`src/rtl/data_mem_port_if.sv`:
```
// Data-side bus between the MEM-stage access controller and the memory system.
// Request fields are driven by the master; the two acknowledge strobes and the read data come back from the slave.
interface data_mem_port_if #(
  parameter int ADDR_WIDTH = 32,
  parameter int DATA_WIDTH = 32,
  parameter int SEL_WIDTH  = DATA_WIDTH / 8
);
  logic                  bus_req;
  logic                  bus_we;
  logic [ADDR_WIDTH-1:0] bus_addr;
  logic [SEL_WIDTH-1:0]  bus_be;
  logic [DATA_WIDTH-1:0] bus_wdata;
  logic                  bus_addr_ok;
  logic                  bus_data_ok;
  logic [DATA_WIDTH-1:0] bus_rdata;

  modport master (
    output bus_req,
    output bus_we,
    output bus_addr,
    output bus_be,
    output bus_wdata,
    input  bus_addr_ok,
    input  bus_data_ok,
    input  bus_rdata
  );

  modport slave (
    input  bus_req,
    input  bus_we,
    input  bus_addr,
    input  bus_be,
    input  bus_wdata,
    output bus_addr_ok,
    output bus_data_ok,
    output bus_rdata
  );
endinterface

```
`src/rtl/data_mem_port.sv`:
```
// MEM-stage data access controller: turns load/store flags into one variable-latency bus
// transaction, stalls the pipeline while it is outstanding and holds the last loaded word.
module data_mem_port #(
  parameter int ADDR_WIDTH = 32,
  parameter int DATA_WIDTH = 32,
  parameter int SEL_WIDTH  = DATA_WIDTH / 8
) (
  input  logic                  clk,
  input  logic                  rst,
  input  logic                  flush,
  input  logic                  mem_read_flag,
  input  logic                  mem_write_flag,
  input  logic [SEL_WIDTH-1:0]  mem_sel,
  input  logic [ADDR_WIDTH-1:0] mem_addr,
  input  logic [DATA_WIDTH-1:0] mem_write_data,
  output logic                  stall_request,
  output logic [DATA_WIDTH-1:0] ram_read_data,
  data_mem_port_if.master       bus
);

  typedef enum logic [1:0] {
    IDLE = 2'd0,
    REQ  = 2'd1,
    WAIT = 2'd2,
    DONE = 2'd3
  } state_t;

  state_t                state_q, state_d;
  logic                  we_q, we_d;
  logic [ADDR_WIDTH-1:0] addr_q, addr_d;
  logic [SEL_WIDTH-1:0]  be_q, be_d;
  logic [DATA_WIDTH-1:0] wdata_q, wdata_d;
  logic                  discard_q, discard_d;
  logic [DATA_WIDTH-1:0] rdata_q, rdata_d;

  logic access;
  logic complete;
  logic discard_now;
  logic unused_addr_bits;

  // Qualified with rst so stall_request drops the moment reset is asserted,
  // even while the pipeline still presents a load or store.
  assign access = rst & (mem_read_flag | mem_write_flag) & ~flush;

  assign unused_addr_bits = ^mem_addr[1:0];

  always_ff @(posedge clk or negedge rst) begin
    if (!rst) begin
      state_q   <= IDLE;
      we_q      <= 1'b0;
      addr_q    <= '0;
      be_q      <= '0;
      wdata_q   <= '0;
      discard_q <= 1'b0;
      rdata_q   <= '0;
    end else begin
      state_q   <= state_d;
      we_q      <= we_d;
      addr_q    <= addr_d;
      be_q      <= be_d;
      wdata_q   <= wdata_d;
      discard_q <= discard_d;
      rdata_q   <= rdata_d;
    end
  end

  always_comb begin
    state_d     = state_q;
    we_d        = we_q;
    addr_d      = addr_q;
    be_d        = be_q;
    wdata_d     = wdata_q;
    discard_d   = discard_q;
    rdata_d     = rdata_q;
    complete    = 1'b0;
    discard_now = discard_q | flush;

    case (state_q)
      IDLE: begin
        if (access) begin
          we_d      = mem_write_flag;
          addr_d    = {mem_addr[ADDR_WIDTH-1:2], 2'b00};
          be_d      = mem_sel;
          wdata_d   = mem_write_data;
          discard_d = 1'b0;
          state_d   = REQ;
        end
      end
      REQ: begin
        if (flush) begin
          discard_d = 1'b1;
        end
        if (bus.bus_addr_ok) begin
          if (bus.bus_data_ok) begin
            complete = 1'b1;
          end else begin
            state_d = WAIT;
          end
        end
      end
      WAIT: begin
        if (flush) begin
          discard_d = 1'b1;
        end
        if (bus.bus_data_ok) begin
          complete = 1'b1;
        end
      end
      DONE: begin
        // The finished instruction is still on the inputs here, so never re-issue it.
        state_d = IDLE;
      end
      default: begin
        state_d = IDLE;
      end
    endcase

    // A killed access still finishes on the bus, but leaves no trace and skips DONE.
    if (complete) begin
      if (!discard_now && !we_q) begin
        rdata_d = bus.bus_rdata;
      end
      state_d   = discard_now ? IDLE : DONE;
      discard_d = 1'b0;
    end
  end

  assign bus.bus_req   = (state_q == REQ);
  assign bus.bus_we    = we_q;
  assign bus.bus_addr  = addr_q;
  assign bus.bus_be    = be_q;
  assign bus.bus_wdata = wdata_q;

  assign stall_request = (state_q == REQ) | (state_q == WAIT) | ((state_q == IDLE) & access);
  assign ram_read_data = rdata_q;

endmodule
```
`src/flat_wrapper.sv`:
```
// flat-port wrapper written by rule: the top's interface ports become plain ports
module data_mem_port_flat 
#(
  parameter int ADDR_WIDTH = 32,
  parameter int DATA_WIDTH = 32,
  parameter int SEL_WIDTH  = DATA_WIDTH / 8
)
  (clk, rst, flush, mem_read_flag, mem_write_flag, mem_sel, mem_addr, mem_write_data, stall_request, ram_read_data, bus_bus_req, bus_bus_we, bus_bus_addr, bus_bus_be, bus_bus_wdata, bus_bus_addr_ok, bus_bus_data_ok, bus_bus_rdata);
  data_mem_port_if #(.ADDR_WIDTH(ADDR_WIDTH), .DATA_WIDTH(DATA_WIDTH), .SEL_WIDTH(SEL_WIDTH)) bus_i ();
  input  logic clk;
  input  logic rst;
  input  logic flush;
  input  logic mem_read_flag;
  input  logic mem_write_flag;
  input  logic [SEL_WIDTH-1:0] mem_sel;
  input  logic [ADDR_WIDTH-1:0] mem_addr;
  input  logic [DATA_WIDTH-1:0] mem_write_data;
  output logic stall_request;
  output logic [DATA_WIDTH-1:0] ram_read_data;
  output wire logic [$bits(bus_i.bus_req)-1:0] bus_bus_req;
  output wire logic [$bits(bus_i.bus_we)-1:0] bus_bus_we;
  output wire logic [$bits(bus_i.bus_addr)-1:0] bus_bus_addr;
  output wire logic [$bits(bus_i.bus_be)-1:0] bus_bus_be;
  output wire logic [$bits(bus_i.bus_wdata)-1:0] bus_bus_wdata;
  input wire logic [$bits(bus_i.bus_addr_ok)-1:0] bus_bus_addr_ok;
  input wire logic [$bits(bus_i.bus_data_ok)-1:0] bus_bus_data_ok;
  input wire logic [$bits(bus_i.bus_rdata)-1:0] bus_bus_rdata;
  assign bus_bus_req = bus_i.bus_req;
  assign bus_bus_we = bus_i.bus_we;
  assign bus_bus_addr = bus_i.bus_addr;
  assign bus_bus_be = bus_i.bus_be;
  assign bus_bus_wdata = bus_i.bus_wdata;
  assign bus_i.bus_addr_ok = bus_bus_addr_ok;
  assign bus_i.bus_data_ok = bus_bus_data_ok;
  assign bus_i.bus_rdata = bus_bus_rdata;
  data_mem_port #(.ADDR_WIDTH(ADDR_WIDTH), .DATA_WIDTH(DATA_WIDTH), .SEL_WIDTH(SEL_WIDTH)) u_core (.clk(clk), .rst(rst), .flush(flush), .mem_read_flag(mem_read_flag), .mem_write_flag(mem_write_flag), .mem_sel(mem_sel), .mem_addr(mem_addr), .mem_write_data(mem_write_data), .stall_request(stall_request), .ram_read_data(ram_read_data), .bus(bus_i));
endmodule
```
`config.mk`:
```
export PLATFORM = sky130hd
export DESIGN_NAME = data_mem_port_flat
export DESIGN_NICKNAME = d
export VERILOG_FILES = /design/src/rtl/data_mem_port_if.sv /design/src/rtl/data_mem_port.sv /design/src/flat_wrapper.sv
export SDC_FILE = /design/constraint.sdc
export NUM_CORES = 1
export LEC_CHECK = 0
export ABC_AREA = 0
export ABC_CLOCK_PERIOD_IN_PS = 3300
export CAP_MARGIN = 25
export CORE_MARGIN = 1
export CORE_UTILIZATION = 30
export DETAILED_ROUTE_END_ITERATION = 10
export GPL_TIMING_DRIVEN = 0
export PLACE_DENSITY = 0.74
export SETUP_SLACK_MARGIN = 0.15
export SYNTH_ARGS = -nofsm -noshare
export SYNTH_HDL_FRONTEND = slang
export SYNTH_SLANG_ARGS = --single-unit
```
`constraint.sdc`:
```
create_clock -name clk -period 3.3 [get_ports clk]
set_input_delay 0.66 -clock clk [delete_from_list [all_inputs] [get_ports clk]]
set_output_delay 0.66 -clock clk [all_outputs]
set_load 0.005 [all_outputs]
```
==> metrics.csv <==
stage;metric;value;unit
power;NetSw;0.00147;W
timing;Slew HR;0.532;
logic_synthesis;Post-Syn Area;4100;sq um
timing;RSZ-0062 raised after global routing;false;
clock_network;Skew-Pair Late Insertion Delay;0.34;ns
logic_synthesis;Synth Area in Adders;0.0153;
critical_path;RR Startpoint;u_core.state_q[1]$_DFFE_PN0P_;
timing;FMAX;0.327;GHz
power;P_leak;2.99;nW
logic_synthesis;post-synthesis mux area share;0.292;
timing;Slew Limit Fails;0;
worst_hold_path;Hold Crit Class;in2async;
critical_path;CP startpoint kind;input pin;
routing;WL final;9.80;mm
timing;Tmin final;3.06;ns
critical_path;reg2reg path depth;7;
logic_synthesis;Synth area leader;dfrtp_1;
routing;number of remaining DRC errors;0;
clock_network;TritonCTS Sinks;102;
status;status;complete, no violations;
logic_synthesis;number of synthesized flops with an enable pin;0;
global_route;number of global-route vias before repair;3074;
final_layout;synthesis-to-finish area growth;66.3;%
logic_synthesis;Seq/Total Area, Yosys;0.623;
logic_synthesis;main combinational cell family by area after synthesis;multiplexers;
final_layout;Util after Layout;0.512;
timing;fin crit share;0.927;
global_route;gr usage total;0.143;
place;# port buffers;205;
timing;Worst Tran Pin Value;0.697;ns
logic_synthesis;Post-Synth XOR/XNOR Area;0;
global_route;initial antenna violation count;0;
logic_synthesis;most area-consuming cells after synthesis;dfrtp_1 (62%), mux2_2 (22%), mux2_4 (7.0%), ha_1 (1.5%), buf_4 (0.92%);
critical_path;Worst Path Buf+Inv;5;
logic_synthesis;post-synthesis compound-gate area fraction;0.0180;
logic_synthesis;Synth Area in Simple Gates;0.0250;
logic_synthesis;Mapped Cells;250;
power;Final Total Pwr;0.00576;W
clock_network;TritonCTS Buffers;9;
critical_path;critical path arrival;2.40;ns
clock_network;root buffer cell;clkbuf_16;
routing;number of DRC markers in iteration 0;72;
critical_path;slowest CP cell;clkdlybuf4s50_1;
floorplan;io pins;210;
clock_network;hold_buf cts;0;
flow_run;total of max-cap violations;0;
critical_path;CP required;2.64;ns
timing;Layout Skew;0.00607;ns
critical_path;Setup CP Type;in2out;
clock_network;# H-tree levels;3;
global_route;first-pass GRT wire length;15.6;mm
place;Post-DP HPWL;7.27;mm
routing;DRT Pass-1 Iters;4;
final_layout;antenna fix cells;0;
place;Routability Congestion;0.720;
floorplan;die width;119;microns
critical_path;FF-to-FF setup slack;0.85;ns
power;worst vdd ir;0.431;mV
logic_synthesis;synth warn;0;
logic_synthesis;top-area cell type share of the netlist area;0.623;
critical_path;crit-path leading delay family;buffers and inverters;
clock_network;CTS tree;yes;
logic_synthesis;Yosys cell types;31;
timing;Finish-stage setup viols;0;
power;switching share of power;0.255;
critical_path;Worst R2R End;u_core.ram_read_data[22]$_DFFE_PN0P_;
critical_path;crit-path cells;clkdlybuf4s50_1 > nor2_1 > or3b_1 > clkbuf_4 > buf_6 > buf_8 > nand2b_1 > dlygate4sd2_1;
final_layout;Post-layout nets;582;
power;Gate power share;0.428;
floorplan;core area;13300;sq um
power;sequential power share;0.376;
timing;Fin Setup TNS;0;ns
logic_synthesis;async set-reset flop share out of synthesis;1.00;
critical_path;CP max FO;10;
floorplan;Die Ht;119;microns
clock_network;clk slew on worst S/H paths;0.06;ns
critical_path;CP max stage delay;0.48;ns
floorplan;row count;42;
logic_synthesis;syn avg cell area;16.4;sq um
logic_synthesis;Seq cells post-synth;102;
routing;Routed WL per cell;15.0;microns
floorplan;die area;14100;sq um
routing;DRT antenna net count;0;
power;pwr dens;845;nW/um^2
timing;hold_ws;0.168;ns
floorplan;Starting Density;0.308;
place;Setup WS pre-CTS;-0.548;ns
logic_synthesis;ys flop type;dfrtp_1;
logic_synthesis;Commonest cells post-synth;dfrtp_1 (102), mux2_2 (79), mux2_4 (19);
timing;min setup slack post-route;0.240;ns
routing;Via density;4.42;
global_route;largest net degree at the start of global routing;48;
clock_network;clk buf depth;2;
power;Pint;0.00429;W
routing;via count;2876;
final_layout;layout cells sized above 1;0.280;
global_route;GRT overflow;0;
critical_path;critical path capture point type;primary output;
timing;Hold Violations, Final;0;
power;Clock power frac;0.197;
logic_synthesis;most frequent cell after synthesis;dfrtp_1;
==> logic make-up (layout without fill, tap and decap cells) <==
group	Yosys count	after routing
other	1	2
DFF	102	102
adders and majority gates	5	5
and+or+nand+nor	17	17
buffers and inverters	16	240
AOI/OAI and AO/OA	9	9
muxes	100	100
==> layout make-up <==
type	count	area (sq um)
clock buffers	10	239
flip-flops and latches	102	2550
multi-input cells	133	1440
fillers	1153	6480
repair buffers	208	2160
well taps	176	220
plain buffers	13	103
clock inverters	6	85.1
inverters	3	11.3
==> worst register-to-register path: cells and delay by family (launching register included) <==
kind / cells / cell delay [ns]
adders and majority gates: 1 / 0.21
muxes: 1 / 0.35
buffers and inverters: 2 / 0.44
and+or+nand+nor: 2 / 0.78
DFF: 1 / 0.42
AOI/OAI and AO/OA: 1 / 0.14
==> routing by layer <==
layer	track usage	vias up	routed length (microns)
met3	0.0460	8	701
met5	0	-	0
li1	-	1315	-
met4	0.0522	0	110
met1	0.169	1438	3990
met2	0.241	115	5000
==> layout by cell type (no fill, tap or decap), types with 3 or more instances in the layout <==
| master | n |
|---|---|
| buf_2 | 4 |
| buf_4 | 5 |
| clkbuf_16 | 9 |
| clkdlybuf4s50_1 | 202 |
| dfrtp_1 | 102 |
| ha_1 | 5 |
| inv_1 | 3 |
| mux2_2 | 79 |
| mux2_4 | 19 |
| nor2_1 | 4 |
==> how the worst max path moves through the flow <==
stage / start / endpoint / cells past startpoint
after floorplan: flush / stall_request / 6
after global placement: rst / stall_request / 8
after detailed placement: rst / stall_request / 9
after global routing: mem_write_flag / stall_request / 8
final: mem_write_flag / stall_request / 8
after CTS: mem_write_flag / stall_request / 8
==> power groups by stage <==
stage / Sequential (W) / Combinational (W) / Clock, W
6_report: 0.00216 / 0.00246 / 0.00113
4_1_cts: 0.00217 / 0.00250 / 0.00117
2_1_floorplan: 0.00221 / 0.000906 / 0
3_5_place_dp: 0.00218 / 0.00248 / 0
5_1_grt: 0.00224 / 0.00264 / 0.00121
3_3_place_gp: 0.00215 / 0.00244 / 0
==> sequential cells by signal, indices dropped and copies added (netlist names) <==
signal and count:
u_core.state_q 2, u_core.bus.bus_we 1, u_core.bus.bus_wdata 32, u_core.bus.bus_be 4, u_core.bus.bus_addr 30, u_core.discard_q 1, u_core.ram_read_data 32
==> through the flow <==
step / cells / instance area (sq um)
after floorplan: 251 / 4100
after global placement: 632 / 6370
after detailed placement: 633 / 6400
after CTS: 651 / 6810
after global routing: 651 / 6810
final: 651 / 6810
==> what timing repair did <==
action / CTS / global route
resized for setup: 9 / 0
buffers inserted: 0 / 0
endpoints found under the setup margin: 1 / 0
Note: power is estimated with default switching activity, not from simulation.
